--- src/rtl/uart_pkg.sv ---
// uart_pkg: FSM states and framing constants shared by the UART transmitter and receiver
package uart_pkg;
  typedef enum logic [1:0] {IDLE, START, DATA, STOP} state_t;
  localparam int DATA_BITS = 8;
endpackage

--- src/rtl/uart_tx_fifo.sv ---
// uart_tx_fifo: byte FIFO; pointers carry an extra MSB so full and empty are distinguishable
module uart_tx_fifo
  import uart_pkg::*;
#(
  parameter int DEPTH = 4
) (
  input  logic                 clk,
  input  logic                 rst,
  input  logic                 push,
  input  logic                 pop,
  input  logic [DATA_BITS-1:0] dat_in,
  output logic [DATA_BITS-1:0] dat_out,
  output logic                 full,
  output logic                 empty
);
  localparam int AW = $clog2(DEPTH);
  logic [DATA_BITS-1:0] mem_q [DEPTH];
  logic [AW:0] wr_q, wr_d, rd_q, rd_d;
  logic do_push, do_pop;
  assign full = (wr_q[AW] != rd_q[AW]) && (wr_q[AW-1:0] == rd_q[AW-1:0]);
  assign empty = wr_q == rd_q;
  assign do_push = push && !full;
  assign do_pop = pop && !empty;
  assign wr_d = wr_q + (AW+1)'(do_push);
  assign rd_d = rd_q + (AW+1)'(do_pop);
  assign dat_out = mem_q[rd_q[AW-1:0]];
  always_ff @(posedge clk or posedge rst) begin
    if (rst) begin
      wr_q <= '0;
      rd_q <= '0;
    end else begin
      wr_q <= wr_d;
      rd_q <= rd_d;
    end
  end
  // storage needs no reset: entries are only read once written
  always_ff @(posedge clk) begin
    if (do_push) mem_q[wr_q[AW-1:0]] <= dat_in;
  end
endmodule

--- src/rtl/uart_tx.sv ---
// uart_tx: 8N1 UART transmitter; bytes queue in a FIFO and go out back-to-back, LSB first
module uart_tx
  import uart_pkg::*;
#(
  parameter int CLKS_PER_BIT = 16,
  parameter int FIFO_DEPTH   = 4
) (
  input  logic                 clk,
  input  logic                 rst,
  input  logic                 in_valid,
  input  logic [DATA_BITS-1:0] dat_in,
  output logic                 in_ready,
  output logic                 tx,
  output logic                 busy,
  output logic                 done
);
  localparam int BW = $clog2(CLKS_PER_BIT);
  localparam logic [BW-1:0] BAUD_LAST = BW'(CLKS_PER_BIT - 1);
  if (CLKS_PER_BIT < 2) begin : g_bad_cpb
    $error("uart_tx: CLKS_PER_BIT must be >= 2");
  end
  if (FIFO_DEPTH < 2 || (FIFO_DEPTH & (FIFO_DEPTH - 1)) != 0) begin : g_bad_depth
    $error("uart_tx: FIFO_DEPTH must be a power of 2 and >= 2");
  end
  state_t state_q, state_d;
  logic [BW-1:0] baud_q, baud_d;
  logic [2:0] bit_q, bit_d;
  logic [DATA_BITS-1:0] shift_q, shift_d, head;
  logic tx_q, tx_d, busy_q, done_q, done_d;
  logic full, empty, pop, bit_end;
  uart_tx_fifo #(.DEPTH(FIFO_DEPTH)) u_fifo (
    .clk    (clk),
    .rst    (rst),
    .push   (in_valid && !full),
    .pop    (pop),
    .dat_in (dat_in),
    .dat_out(head),
    .full   (full),
    .empty  (empty)
  );
  assign in_ready = !full;
  assign tx = tx_q;
  assign busy = busy_q;
  assign done = done_q;
  assign bit_end = baud_q == BAUD_LAST;
  // tx is registered from the next-state decode so the line changes on the same edge as the state
  always_comb begin
    state_d = state_q;
    baud_d = bit_end ? '0 : baud_q + 1'b1;
    bit_d = bit_q;
    shift_d = shift_q;
    tx_d = 1'b1;
    done_d = 1'b0;
    pop = 1'b0;
    case (state_q)
      IDLE: begin
        baud_d = '0;
        if (!empty) begin
          pop = 1'b1;
          shift_d = head;
          bit_d = '0;
          tx_d = 1'b0;
          state_d = START;
        end
      end
      START: begin
        tx_d = bit_end ? shift_q[0] : 1'b0;
        state_d = bit_end ? DATA : START;
      end
      DATA: begin
        tx_d = shift_q[0];
        if (bit_end) begin
          shift_d = shift_q >> 1;
          bit_d = bit_q + 1'b1;
          tx_d = (bit_q == 3'd7) ? 1'b1 : shift_q[1];
          state_d = (bit_q == 3'd7) ? STOP : DATA;
        end
      end
      STOP: begin
        if (bit_end) begin
          done_d = 1'b1;
          pop = !empty;
          tx_d = empty;
          state_d = empty ? IDLE : START;
          shift_d = empty ? shift_q : head;
        end
      end
      default: state_d = IDLE;
    endcase
  end
  always_ff @(posedge clk or posedge rst) begin
    if (rst) begin
      state_q <= IDLE;
      baud_q <= '0;
      bit_q <= '0;
      shift_q <= '0;
      tx_q <= 1'b1;
      busy_q <= 1'b0;
      done_q <= 1'b0;
    end else begin
      state_q <= state_d;
      baud_q <= baud_d;
      bit_q <= bit_d;
      shift_q <= shift_d;
      tx_q <= tx_d;
      busy_q <= state_d != IDLE;
      done_q <= done_d;
    end
  end
endmodule
--- config.mk ---
export PLATFORM = sky130hd
export DESIGN_NAME = uart_tx
export DESIGN_NICKNAME = d
export VERILOG_FILES = /design/src/rtl/uart_pkg.sv /design/src/rtl/uart_tx_fifo.sv /design/src/rtl/uart_tx.sv
export SDC_FILE = /design/constraint.sdc
export NUM_CORES = 1
export LEC_CHECK = 0
export ABC_CLOCK_PERIOD_IN_PS = 2500
export CAP_MARGIN = 20
export CELL_PAD_IN_SITES_DETAIL_PLACEMENT = 1
export CELL_PAD_IN_SITES_GLOBAL_PLACEMENT = 2
export CORE_MARGIN = 3
export CORE_UTILIZATION = 43
export DETAILED_ROUTE_END_ITERATION = 16
export PLACE_DENSITY_LB_ADDON = 0.15
export SYNTH_ARGS = -nofsm -noshare
export SYNTH_HDL_FRONTEND = slang
export SYNTH_HIERARCHICAL = 1
export SYNTH_SLANG_ARGS = --single-unit
--- constraint.sdc ---
create_clock -name clk -period 2.5 [get_ports clk]
set_input_delay 0.5 -clock clk [delete_from_list [all_inputs] [get_ports clk]]
set_output_delay 0.5 -clock clk [all_outputs]
set_load 0.05 [all_outputs]
==> impl_results.md <==
* Post-synthesis simple-gate area fraction at 6.76%
* Slew Viols, Final at 0
* Pint at between 0.002 and 0.0025 W
* Final Critical Period at between 2 and 2.5 ns
* Final worst-path cycle share at a little under nine tenths
* Hold-fix buffers, CTS at 0
* Via density per instance at 5.48
* Starting Density at 44.8%
* Post-place instance area at just under 3000 um^2
* Die ar. at 7230 um^2
* Vias in the first global route at 1705
* WP data required at 2.00 ns
* Worst-path cell chain: clkdlybuf4s50_1
* Total grt overflow at 0
* H-tree depth at 3
* Hold Fails Final Rpt at 0
* Final setup violation count at 0
* Highest clock rate at 0.466 GHz
* Bufs and invs on worst path at 1
* Synth Instances at 182
* DRC violations left at 0
* I/O Buffers at 14
* Post-synthesis sequential area ratio at approximately three fifths
* Yosys reg bits at slightly below 60
* Area delta synth->final at 15.8%
* Cells on worst reg2reg path at 6
* Startpoint Class: flip-flop
* Worst r2r dst: busy
* Post-synth ARST share at 44.8%
* Final HPWL DP at about 3.6 mm
* Longest Clk Path Bufs at 2
* Synth Area in Compound Gates at around a tenth
* Floorplan die height at 85.0 um
* Initial antenna violation count at 0
* Switching part of the total at 37.4%
* CP peak stage delay at between 0.7 and 0.8 ns
* CTS tree: done
* WL per Instance at 17.5 um
* Remaining antenna violation count at 0
* Relative slew margins at about half
* Most frequent cells in the layout: edfxtp_1, dfrtp_1, nor2_1, ha_1, clkdlybuf4s50_1
* Setup Crit Path Kind: flip-flop to output port
* Non-filler cells, final at between 200 and 300
* Largest family of logic cells by synthesized area: compound AO/OA/AOI/OAI gates
* Synth warn at 6
* Largest net degree at the start of global routing at 21
* CTS Sinks at 58
* Critical Path End Type: output port
* Post-synth EDFFs at 32
* Post-Synth XOR/XNOR Area at under 10%
* Share of post-route cells with drive strength above 1 at 20.6%
* Root buffer cell: clkbuf_8
* IO Count at 15
* Final Net Count at 233
* Predominant post-synthesis flop cell: edfxtp_1
* # diodes at 0
* DRT Wirelength at 5.05 mm
* Hold Crit Class: input pin to asynchronous set/reset pin
* 1st-pass router iterations at 4
* Gates resized, CTS repair at 0
* Commonest non-fill, non-tap cell in the layout: edfxtp_1
* Crit Reg-Reg Startpoint: u_fifo/rd_q[2]
* FF-to-FF setup slack at around 0.37 ns
* Fill cells at slightly below 600
* Clock transition at path regs at 0.07 ns
* Net count after synthesis at 206
* Post-CTS Setup Repair Bufs at 0
* Max cap viols at 0
* Leakage at 1.18 nW
* Syn Std Cell Area at 2690 um^2
* Reg power frac at 42.0%
* Comb pwr share at 37.5%
* Drt initial violations at around 70
* Slowest stage cell on the critical path: clkdlybuf4s50_1
* Gpl congestion at 0.792
* Syn avg cell area at between 10 and 15 um^2
* TritonCTS Buffers at 9
* Slew @ Worst Pin at about 0.75 ns
* Clock Skew at around 0.0086 ns
* Die Wd at 85.0 um
* Total GRT Usage at 16.0%
* Synth unique cells at 43
* First-pass GRT wire length at 8.69 mm
* Placed Instances at 273
* Power consumption at 0.00363 W
* Fin Setup TNS at 0 ns
* Net Sw Power at between 0.001 and 0.0015 W
* Final WS setup at between 0.3 and 0.4 ns
* CP Launch Point: tx
* Mux share of post-synthesis cell area at approximately a tenth
* Pwr Density at 1170 nW/um^2
* Vias post-DR at 1583
* Rows at 28
* Clock power share at roughly a fifth
* DP Worst Slack at 0.357 ns
* VDD IR max at 802 uV
* Status: completed
* RSZ-0062 raised after global routing: no
* Core Box Area at 5990 um^2
* Clock latency on the worst-skew pair at 0.34 ns
* Adder-Cell Fraction of Synth Area at 6.06%
* Worst-path fanout max at 1
* Cell family with most CP delay: buffers and inverters
* CP arrival at 1.65 ns
* Post-route cell area at roughly 3100 um^2
==> layer usage <==
layer	routed length [um]	vias up	track usage, %
met2	2620	22	26.4
met3	142	8	3.30
met5	0	-	0
met1	2220	817	19.4
li1	-	736	-
met4	77	0	8.92
==> how the worst max path moves through the flow <==
stage,endpoint,slack [ns],cells past startpoint
floorplan,busy,0.33,7
global placement,u_fifo/mem_q[2][4],0.43,5
detailed placement,u_fifo/mem_q[0][3],0.36,3
CTS,tx,0.32,1
global route,busy,0.17,6
finish,tx,0.35,1
==> layout make-up <==
cell class	count	area (um^2)	area share, %
tap	75	93.8	3.02
sequential	58	1610	51.9
clock inverter	7	45.0	1.45
clock buffer	9	124	3.98
inverter	7	26.3	0.845
multi-input combinational	111	998	32.1
timing repair buffer	22	210	6.76
==> power by group through the flow <==
stage / Combinational [W] / Clock, W / Sequential (W)
floorplan: 0.000998 / 0 / 0.00152
detailed placement: 0.00137 / 0 / 0.00155
global placement: 0.00132 / 0 / 0.00152
CTS: 0.00138 / 0.000768 / 0.00153
finish: 0.00136 / 0.000743 / 0.00152
global route: 0.00151 / 0.000809 / 0.00157
==> cells in the mapped netlist, drive strengths merged, types with 2 or more instances <==
library cell   n  area, um^2
a21o           2        15.0
a21oi          9        52.6
a221oi         2        35.0
a22oi          3        22.5
a311oi         2        23.8
a31oi          4        25.0
buf            4        38.8
clkbuf         2        8.75
dfrtp         25         626
edfxtp        32         961
ha            13         163
inv            7        26.3
mux2i          8        80.1
mux4           8         180
nand2          7        26.3
nand3          3        27.5
nor2          14        55.1
nor2b          2        12.5
nor3           4        20.0
o21ai          8        40.0
o31a           2        17.5
xnor2          4        35.0
xor2           5        58.8
==> state kept, by name (all words and copies together) (netlist names) <==
register,count
u_fifo/rd_q,3
state_q,2
baud_q,4
shift_q,8
busy,1
bit_q,3
done,1
u_fifo/wr_q,3
tx,1
u_fifo/mem_q,32
==> per-stage QoR <==
stage	util [%]	hold slack, ns
2_1_floorplan	-	0.291
3_3_place_gp	49.1	0.477
3_5_place_dp	49.1	0.497
4_1_cts	51.9	0.404
5_1_grt	51.9	0.431
6_report	51.9	0.406
==> logic make-up after synthesis <==
group	Yosys count
xor+xnor	9
compound gates	36
simple gates	36
fa+ha+maj	13
flops	58
mux	17
buf+inv	13
No activity file was read; power rests on OpenSTA's default activity.
